$ cat src/rtl/inst_fetch_if.sv
// Fetch-stage bundle: redirect input, instruction-memory request/response,
// and the decode-side valid/ready handoff plus the fetch PC trace output.
// master = fetch unit side, slave = surrounding pipeline / memory side.
interface inst_fetch_if;
    logic        redirect_valid;
    logic [31:0] redirect_pc;
    logic        imem_req_valid;
    logic        imem_req_ready;
    logic [31:0] imem_req_addr;
    logic        imem_resp_valid;
    logic [31:0] imem_resp_data;
    logic        if_valid;
    logic        if_ready;
    logic [31:0] if_pc;
    logic [31:0] if_inst;
    logic [31:0] fetch_pc;

    modport master (
        input  redirect_valid, redirect_pc,
        input  imem_req_ready, imem_resp_valid, imem_resp_data,
        input  if_ready,
        output imem_req_valid, imem_req_addr,
        output if_valid, if_pc, if_inst, fetch_pc
    );

    modport slave (
        output redirect_valid, redirect_pc,
        output imem_req_ready, imem_resp_valid, imem_resp_data,
        output if_ready,
        input  imem_req_valid, imem_req_addr,
        input  if_valid, if_pc, if_inst, fetch_pc
    );
endinterface

$ cat src/rtl/inst_fetch.sv
// Sequential fetch front end: owns the fetch PC, issues in-order imem requests.
// Latency: response in cycle N is presented to decode in cycle N+1.
// Backpressure: credit-limited to DEPTH requests+buffered instrs; no comb path if_ready->req.
module inst_fetch #(
    parameter logic [31:0] RESET_PC = 32'h0000_0000,
    parameter int          DEPTH    = 2
) (
    input  logic         clk,
    input  logic         rst,
    inst_fetch_if.master bus
);
    localparam int PW = $clog2(DEPTH);
    localparam int CW = $clog2(DEPTH + 1);
    localparam logic [CW:0] DEPTH_C = (CW + 1)'(DEPTH);

    // Fetch PC and in-order tag queue of issued-but-unanswered request addresses
    logic [31:0]   fetch_pc_q, fetch_pc_d;
    logic [31:0]   tag_mem_q [DEPTH];
    logic [PW-1:0] tag_wr_q, tag_rd_q;
    logic [CW-1:0] out_q, out_d;
    logic [CW-1:0] disc_q, disc_d;

    // Instruction buffer holding {pc, inst} pairs for decode
    logic [31:0]   buf_pc_q   [DEPTH];
    logic [31:0]   buf_inst_q [DEPTH];
    logic [PW-1:0] buf_wr_q, buf_rd_q;
    logic [CW-1:0] buf_cnt_q, buf_cnt_d;
    logic          if_valid_q;

    logic [CW:0]   credits;
    logic          req_fire;
    logic          resp;
    logic          resp_keep;
    logic          pop;
    logic          redirect;

    assign redirect  = bus.redirect_valid;
    assign credits   = {1'b0, out_q} + {1'b0, buf_cnt_q};
    assign req_fire  = bus.imem_req_valid && bus.imem_req_ready;
    assign resp      = bus.imem_resp_valid;
    // Responses are dropped while wrong-path work drains, and during a redirect cycle
    assign resp_keep = resp && (disc_q == '0) && !redirect;
    // A pop during redirect is moot: the whole buffer is cleared anyway
    assign pop       = if_valid_q && bus.if_ready && !redirect;

    assign bus.imem_req_valid = (credits < DEPTH_C) && !redirect && !rst;
    assign bus.imem_req_addr  = fetch_pc_q;
    assign bus.fetch_pc       = fetch_pc_q;
    assign bus.if_valid       = if_valid_q;
    assign bus.if_pc          = if_valid_q ? buf_pc_q[buf_rd_q]   : 32'h0;
    assign bus.if_inst        = if_valid_q ? buf_inst_q[buf_rd_q] : 32'h0;

    // Next-state for PC, outstanding count, discard count and buffer occupancy
    always_comb begin
        fetch_pc_d = fetch_pc_q;
        out_d      = out_q + CW'(req_fire) - CW'(resp);
        disc_d     = disc_q;
        buf_cnt_d  = buf_cnt_q + CW'(resp_keep) - CW'(pop);
        if (redirect) begin
            fetch_pc_d = {bus.redirect_pc[31:2], 2'b00};
            // Everything still in flight after this cycle's retire is wrong-path
            disc_d     = out_q - CW'(resp);
            buf_cnt_d  = '0;
        end else begin
            if (req_fire) begin
                fetch_pc_d = fetch_pc_q + 32'd4;
            end
            if (resp && (disc_q != '0)) begin
                disc_d = disc_q - CW'(1'b1);
            end
        end
    end

    // Control state with asynchronous reset
    always_ff @(posedge clk or posedge rst) begin
        if (rst) begin
            fetch_pc_q <= {RESET_PC[31:2], 2'b00};
            tag_wr_q   <= '0;
            tag_rd_q   <= '0;
            out_q      <= '0;
            disc_q     <= '0;
            buf_wr_q   <= '0;
            buf_rd_q   <= '0;
            buf_cnt_q  <= '0;
            if_valid_q <= 1'b0;
        end else begin
            fetch_pc_q <= fetch_pc_d;
            out_q      <= out_d;
            disc_q     <= disc_d;
            buf_cnt_q  <= buf_cnt_d;
            if_valid_q <= (buf_cnt_d != '0);
            if (req_fire) begin
                tag_wr_q <= tag_wr_q + PW'(1'b1);
            end
            if (resp) begin
                tag_rd_q <= tag_rd_q + PW'(1'b1);
            end
            if (redirect) begin
                buf_wr_q <= '0;
                buf_rd_q <= '0;
            end else begin
                if (resp_keep) begin
                    buf_wr_q <= buf_wr_q + PW'(1'b1);
                end
                if (pop) begin
                    buf_rd_q <= buf_rd_q + PW'(1'b1);
                end
            end
        end
    end

    // Data storage for tags and buffered instructions; validity tracked by pointers
    always_ff @(posedge clk) begin
        if (req_fire) begin
            tag_mem_q[tag_wr_q] <= fetch_pc_q;
        end
        if (resp_keep) begin
            buf_pc_q[buf_wr_q]   <= tag_mem_q[tag_rd_q];
            buf_inst_q[buf_wr_q] <= bus.imem_resp_data;
        end
    end
endmodule

$ cat src/flat_wrapper.sv
// flat-port wrapper written by rule: the top's interface ports become plain ports
module inst_fetch_flat 
#(
    parameter logic [31:0] RESET_PC = 32'h0000_0000,
    parameter int          DEPTH    = 2
)
  (clk, rst, bus_redirect_valid, bus_redirect_pc, bus_imem_req_ready, bus_imem_resp_valid, bus_imem_resp_data, bus_if_ready, bus_imem_req_valid, bus_imem_req_addr, bus_if_valid, bus_if_pc, bus_if_inst, bus_fetch_pc);
  inst_fetch_if bus_i ();
  input  logic clk;
  input  logic rst;
  input wire logic [$bits(bus_i.redirect_valid)-1:0] bus_redirect_valid;
  input wire logic [$bits(bus_i.redirect_pc)-1:0] bus_redirect_pc;
  input wire logic [$bits(bus_i.imem_req_ready)-1:0] bus_imem_req_ready;
  input wire logic [$bits(bus_i.imem_resp_valid)-1:0] bus_imem_resp_valid;
  input wire logic [$bits(bus_i.imem_resp_data)-1:0] bus_imem_resp_data;
  input wire logic [$bits(bus_i.if_ready)-1:0] bus_if_ready;
  output wire logic [$bits(bus_i.imem_req_valid)-1:0] bus_imem_req_valid;
  output wire logic [$bits(bus_i.imem_req_addr)-1:0] bus_imem_req_addr;
  output wire logic [$bits(bus_i.if_valid)-1:0] bus_if_valid;
  output wire logic [$bits(bus_i.if_pc)-1:0] bus_if_pc;
  output wire logic [$bits(bus_i.if_inst)-1:0] bus_if_inst;
  output wire logic [$bits(bus_i.fetch_pc)-1:0] bus_fetch_pc;
  assign bus_i.redirect_valid = bus_redirect_valid;
  assign bus_i.redirect_pc = bus_redirect_pc;
  assign bus_i.imem_req_ready = bus_imem_req_ready;
  assign bus_i.imem_resp_valid = bus_imem_resp_valid;
  assign bus_i.imem_resp_data = bus_imem_resp_data;
  assign bus_i.if_ready = bus_if_ready;
  assign bus_imem_req_valid = bus_i.imem_req_valid;
  assign bus_imem_req_addr = bus_i.imem_req_addr;
  assign bus_if_valid = bus_i.if_valid;
  assign bus_if_pc = bus_i.if_pc;
  assign bus_if_inst = bus_i.if_inst;
  assign bus_fetch_pc = bus_i.fetch_pc;
  inst_fetch #(.RESET_PC(RESET_PC), .DEPTH(DEPTH)) u_core (.clk(clk), .rst(rst), .bus(bus_i));
endmodule
$ cat config.mk
export PLATFORM = sky130hd
export DESIGN_NAME = inst_fetch_flat
export DESIGN_NICKNAME = d
export VERILOG_FILES = /design/src/rtl/inst_fetch_if.sv /design/src/rtl/inst_fetch.sv /design/src/flat_wrapper.sv
export SDC_FILE = /design/constraint.sdc
export NUM_CORES = 1
export LEC_CHECK = 0
export CAP_MARGIN = 20
export CORE_MARGIN = 2
export CORE_UTILIZATION = 45
export CTS_BUF_LIST = sky130_fd_sc_hd__clkbuf_4 sky130_fd_sc_hd__clkbuf_8 sky130_fd_sc_hd__clkbuf_16
export CTS_CLUSTER_DIAMETER = 30
export DETAILED_ROUTE_END_ITERATION = 7
export PLACE_DENSITY = 0.74
export SLEW_MARGIN = 10
export SYNTH_ARGS = -nofsm -noshare
export SYNTH_HDL_FRONTEND = slang
export SYNTH_SLANG_ARGS = --single-unit
$ cat constraint.sdc
create_clock -name clk -period 4.98 [get_ports clk]
set_clock_uncertainty 0.05 [all_clocks]
set_input_delay 0.498 -clock clk [delete_from_list [all_inputs] [get_ports clk]]
set_output_delay 0.498 -clock clk [all_outputs]
set_load 0.02 [all_outputs]
==> impl_metrics.json <==
{
  "post-route-period-util": 0.691,
  "tightest_slew_ns": 1.06,
  "layout_commonest_cell": "clkdlybuf4s50_1",
  "holdWs_ns": 0.427,
  "total_leakage_power_nw": 4.56,
  "dieArea_sq_mm": 0.0225,
  "diodes": 0,
  "viasPerCell": 4.98,
  "slowest_delay_ns": 1.07,
  "cp_cell_sequence": "buf_4, mux2i_1, nor2b_1, clkdlybuf4s50_1",
  "multi_input_area_sq_mm": 0.00267,
  "port_buffers": 191,
  "drive_gt1_frac": 0.146,
  "final_cell_mix": "190 x clkdlybuf4s50_1, 184 x edfxtp_1, 70 x nor2b_1",
  "ys_warn_count": 0,
  "synth-seq-cells": 225,
  "synth_edf_count": 184,
  "cp_data_arrival_time_ns": 2.89,
  "critical_path.top_delay_family": "flip-flops",
  "maxCapViolations": 0,
  "cp-end-kind": "output pin",
  "cts_root_buf": "clkbuf_16",
  "grt_use_total": 0.179,
  "critPathRequiredTime_ns": 4.43,
  "wl_per_cell_um": 17.5,
  "hold_path.class": "in -> reg",
  "antenna_found_initial": 0,
  "syn_area_per_cell_sq_um": 14.6,
  "crit_buf_inv": 2,
  "hold_violations": 0,
  "final.fill_count": 1558,
  "final_nets": 919,
  "grt_pass1_wl_um": 30900,
  "finalSetupViolCount": 0,
  "num_vias": 5732,
  "core_area_sq_mm": 0.0210,
  "ir_drop_mv": 0.275,
  "async_flop_share": 0.182,
  "cts.htree.levels": 2,
  "final_max_slew_viol_count": 0,
  "cpMaxStageDelayCell": "dfrtp_4",
  "max_freq_mhz": 291,
  "grt_max_degree": 65,
  "synth_area_sq_mm": 0.00960,
  "gp_congestion": 0.804,
  "drt_iter0_drc": 314,
  "grt_overflow": 0,
  "cp-start-kind": "flip-flop",
  "drcViolationCount": 0,
  "synthCells": 656,
  "max_slew_margin": 0.296,
  "ant_nets": 0,
  "fp.dieH_um": 150,
  "hpwl_um": 12300,
  "die_w_um": 150,
  "wl_um": 20100,
  "cellPowerDensity_mw_per_mm2": 507,
  "cts_hold_buf": 0,
  "clk_pin_slew_ns": 0.05,
  "setup_slack_ns": 1.54,
  "num_rows": 53,
  "finalCriticalPeriod_ns": 3.44,
  "clock_sinks": 225,
  "regArea_sq_mm": 0.00656,
  "cts_setup_buffers": 0,
  "boundaryPins": 200,
  "setup_tns_ns": 0,
  "rsz0062_at_grt": "false",
  "path_class": "reg -> out",
  "synth_ff_type": "edfxtp_1",
  "ys_seq_area_frac": 0.682,
  "grt_pass1_vias": 5701,
  "crit_fanout": 52,
  "clockBufferDepth": 3,
  "cts_tree": "built",
  "cts_resized": 0,
  "place_worst_setup_slack_ns": 2.02,
  "initial_core_util": 0.458,
  "netlist-cell-type-count": 46,
  "status": "finished clean",
  "clk_latency_ns": 0.52,
  "cts_buffers": 43,
  "dr.pass1.iters": 4,
  "area_growth_pct": 36.0
}
==> through the flow <==
stage	util	std cells	power, mW	area [sq um]
after detailed placement	0.553	1072	3.78	11600
after CTS	0.623	1151	6.70	13100
final	0.623	1151	6.63	13100
after global routing	0.623	1151	6.90	13100
after global placement	0.553	1072	3.76	11600
after floorplan	-	661	3.25	9630
==> power breakdown <==
part           switching, mW  leakage, nW  internal, mW  total [mW]
Combinational          0.611         1.66         0.644        1.26
Clock                  0.916        0.733          1.97        2.89
Sequential             0.220         2.17          2.27        2.49
==> cells in the mapped netlist, types with 4 or more instances <==
library cell | n | area (sq um)
nor2b_1 | 70 | 438
mux2i_1 | 63 | 631
dfrtp_1 | 41 | 1030
xor2_1 | 16 | 140
and3_1 | 4 | 25.0
mux2_2 | 31 | 349
xnor2_1 | 10 | 87.6
edfxtp_1 | 184 | 5530
o311ai_0 | 6 | 52.6
o21ai_0 | 22 | 110
buf_1 | 4 | 15.0
buf_4 | 36 | 270
nand3_1 | 14 | 70.1
ha_1 | 6 | 75.1
clkbuf_1 | 15 | 56.3
nor2_1 | 22 | 82.6
buf_2 | 7 | 35.0
inv_1 | 9 | 33.8
o21ai_1 | 5 | 25.0
nand2_1 | 42 | 158
nand4_1 | 11 | 68.8
==> per-layer routing <==
layer	part of all wire	up-vias	wire (um)	global-route usage
met5	0	-	0	0
met4	0.019	0	377	0.0627
met3	0.064	36	1280	0.0396
met2	0.51	190	10400	0.313
met1	0.40	2765	8110	0.218
li1	-	2741	-	-
==> worst register-to-register path, stage by stage, from the launching register on <==
cell and delay [ns]:
dfrtp_1 0.35, inv_1 0.08, nor2_1 0.06, fa_1 0.52
or4b_4 0.61, nor2_1 0.24, nand4_1 0.20, xnor2_1 0.22
mux2_2 0.27
==> cell type report <==
cell class	count	share of cell area
timing repair buffer	198	0.151
inverter	10	0.00287
multi-input combinational	364	0.205
tap	275	0.0263
sequential	225	0.502
clock buffer	48	0.0853
clock inverter	31	0.0281
==> final timing paths <==
check | cells after the start | slack, ns | to | start
setup reg to reg | 8 | 2.27 | u_core.bus.fetch_pc[19]$_DFFE_PP0P_ | u_core.buf_cnt_q[0]$_DFF_PP0_
setup / recovery | 4 | 1.54 | bus_if_inst[0] | u_core.buf_rd_q$_DFFE_PP0P_
hold reg to reg | 1 | 0.46 | u_core.tag_wr_q$_DFFE_PP0P_ | u_core.tag_wr_q$_DFFE_PP0P_
hold / removal | 2 | 0.43 | u_core.buf_wr_q$_DFFE_PP0P_ | bus_redirect_valid
max in group asynchronous | 3 | 3.95 | u_core.buf_rd_q$_DFFE_PP0P_ | rst
min in group asynchronous | 3 | 0.52 | u_core.bus.fetch_pc[19]$_DFFE_PP0P_ | rst
==> logic make-up after synthesis <==
logic type      count (synthesis)  synth area share
other cells                     1          0.000391
simple gates                  188             0.112
flops                         225             0.682
xor+xnor                       26            0.0237
fa+ha+maj                       7           0.00990
buf+inv                        72            0.0431
mux                            94             0.102
compound gates                 43            0.0268
==> state kept, by name, summed over array words and instances (netlist names), 2 cells and up <==
register             flops
u_core.buf_pc_q         60
u_core.buf_inst_q       64
u_core.out_q             2
u_core.tag_mem_q        60
u_core.buf_cnt_q         2
u_core.bus.fetch_pc     30
u_core.disc_q            2
Power figures use the tool's default switching activity.
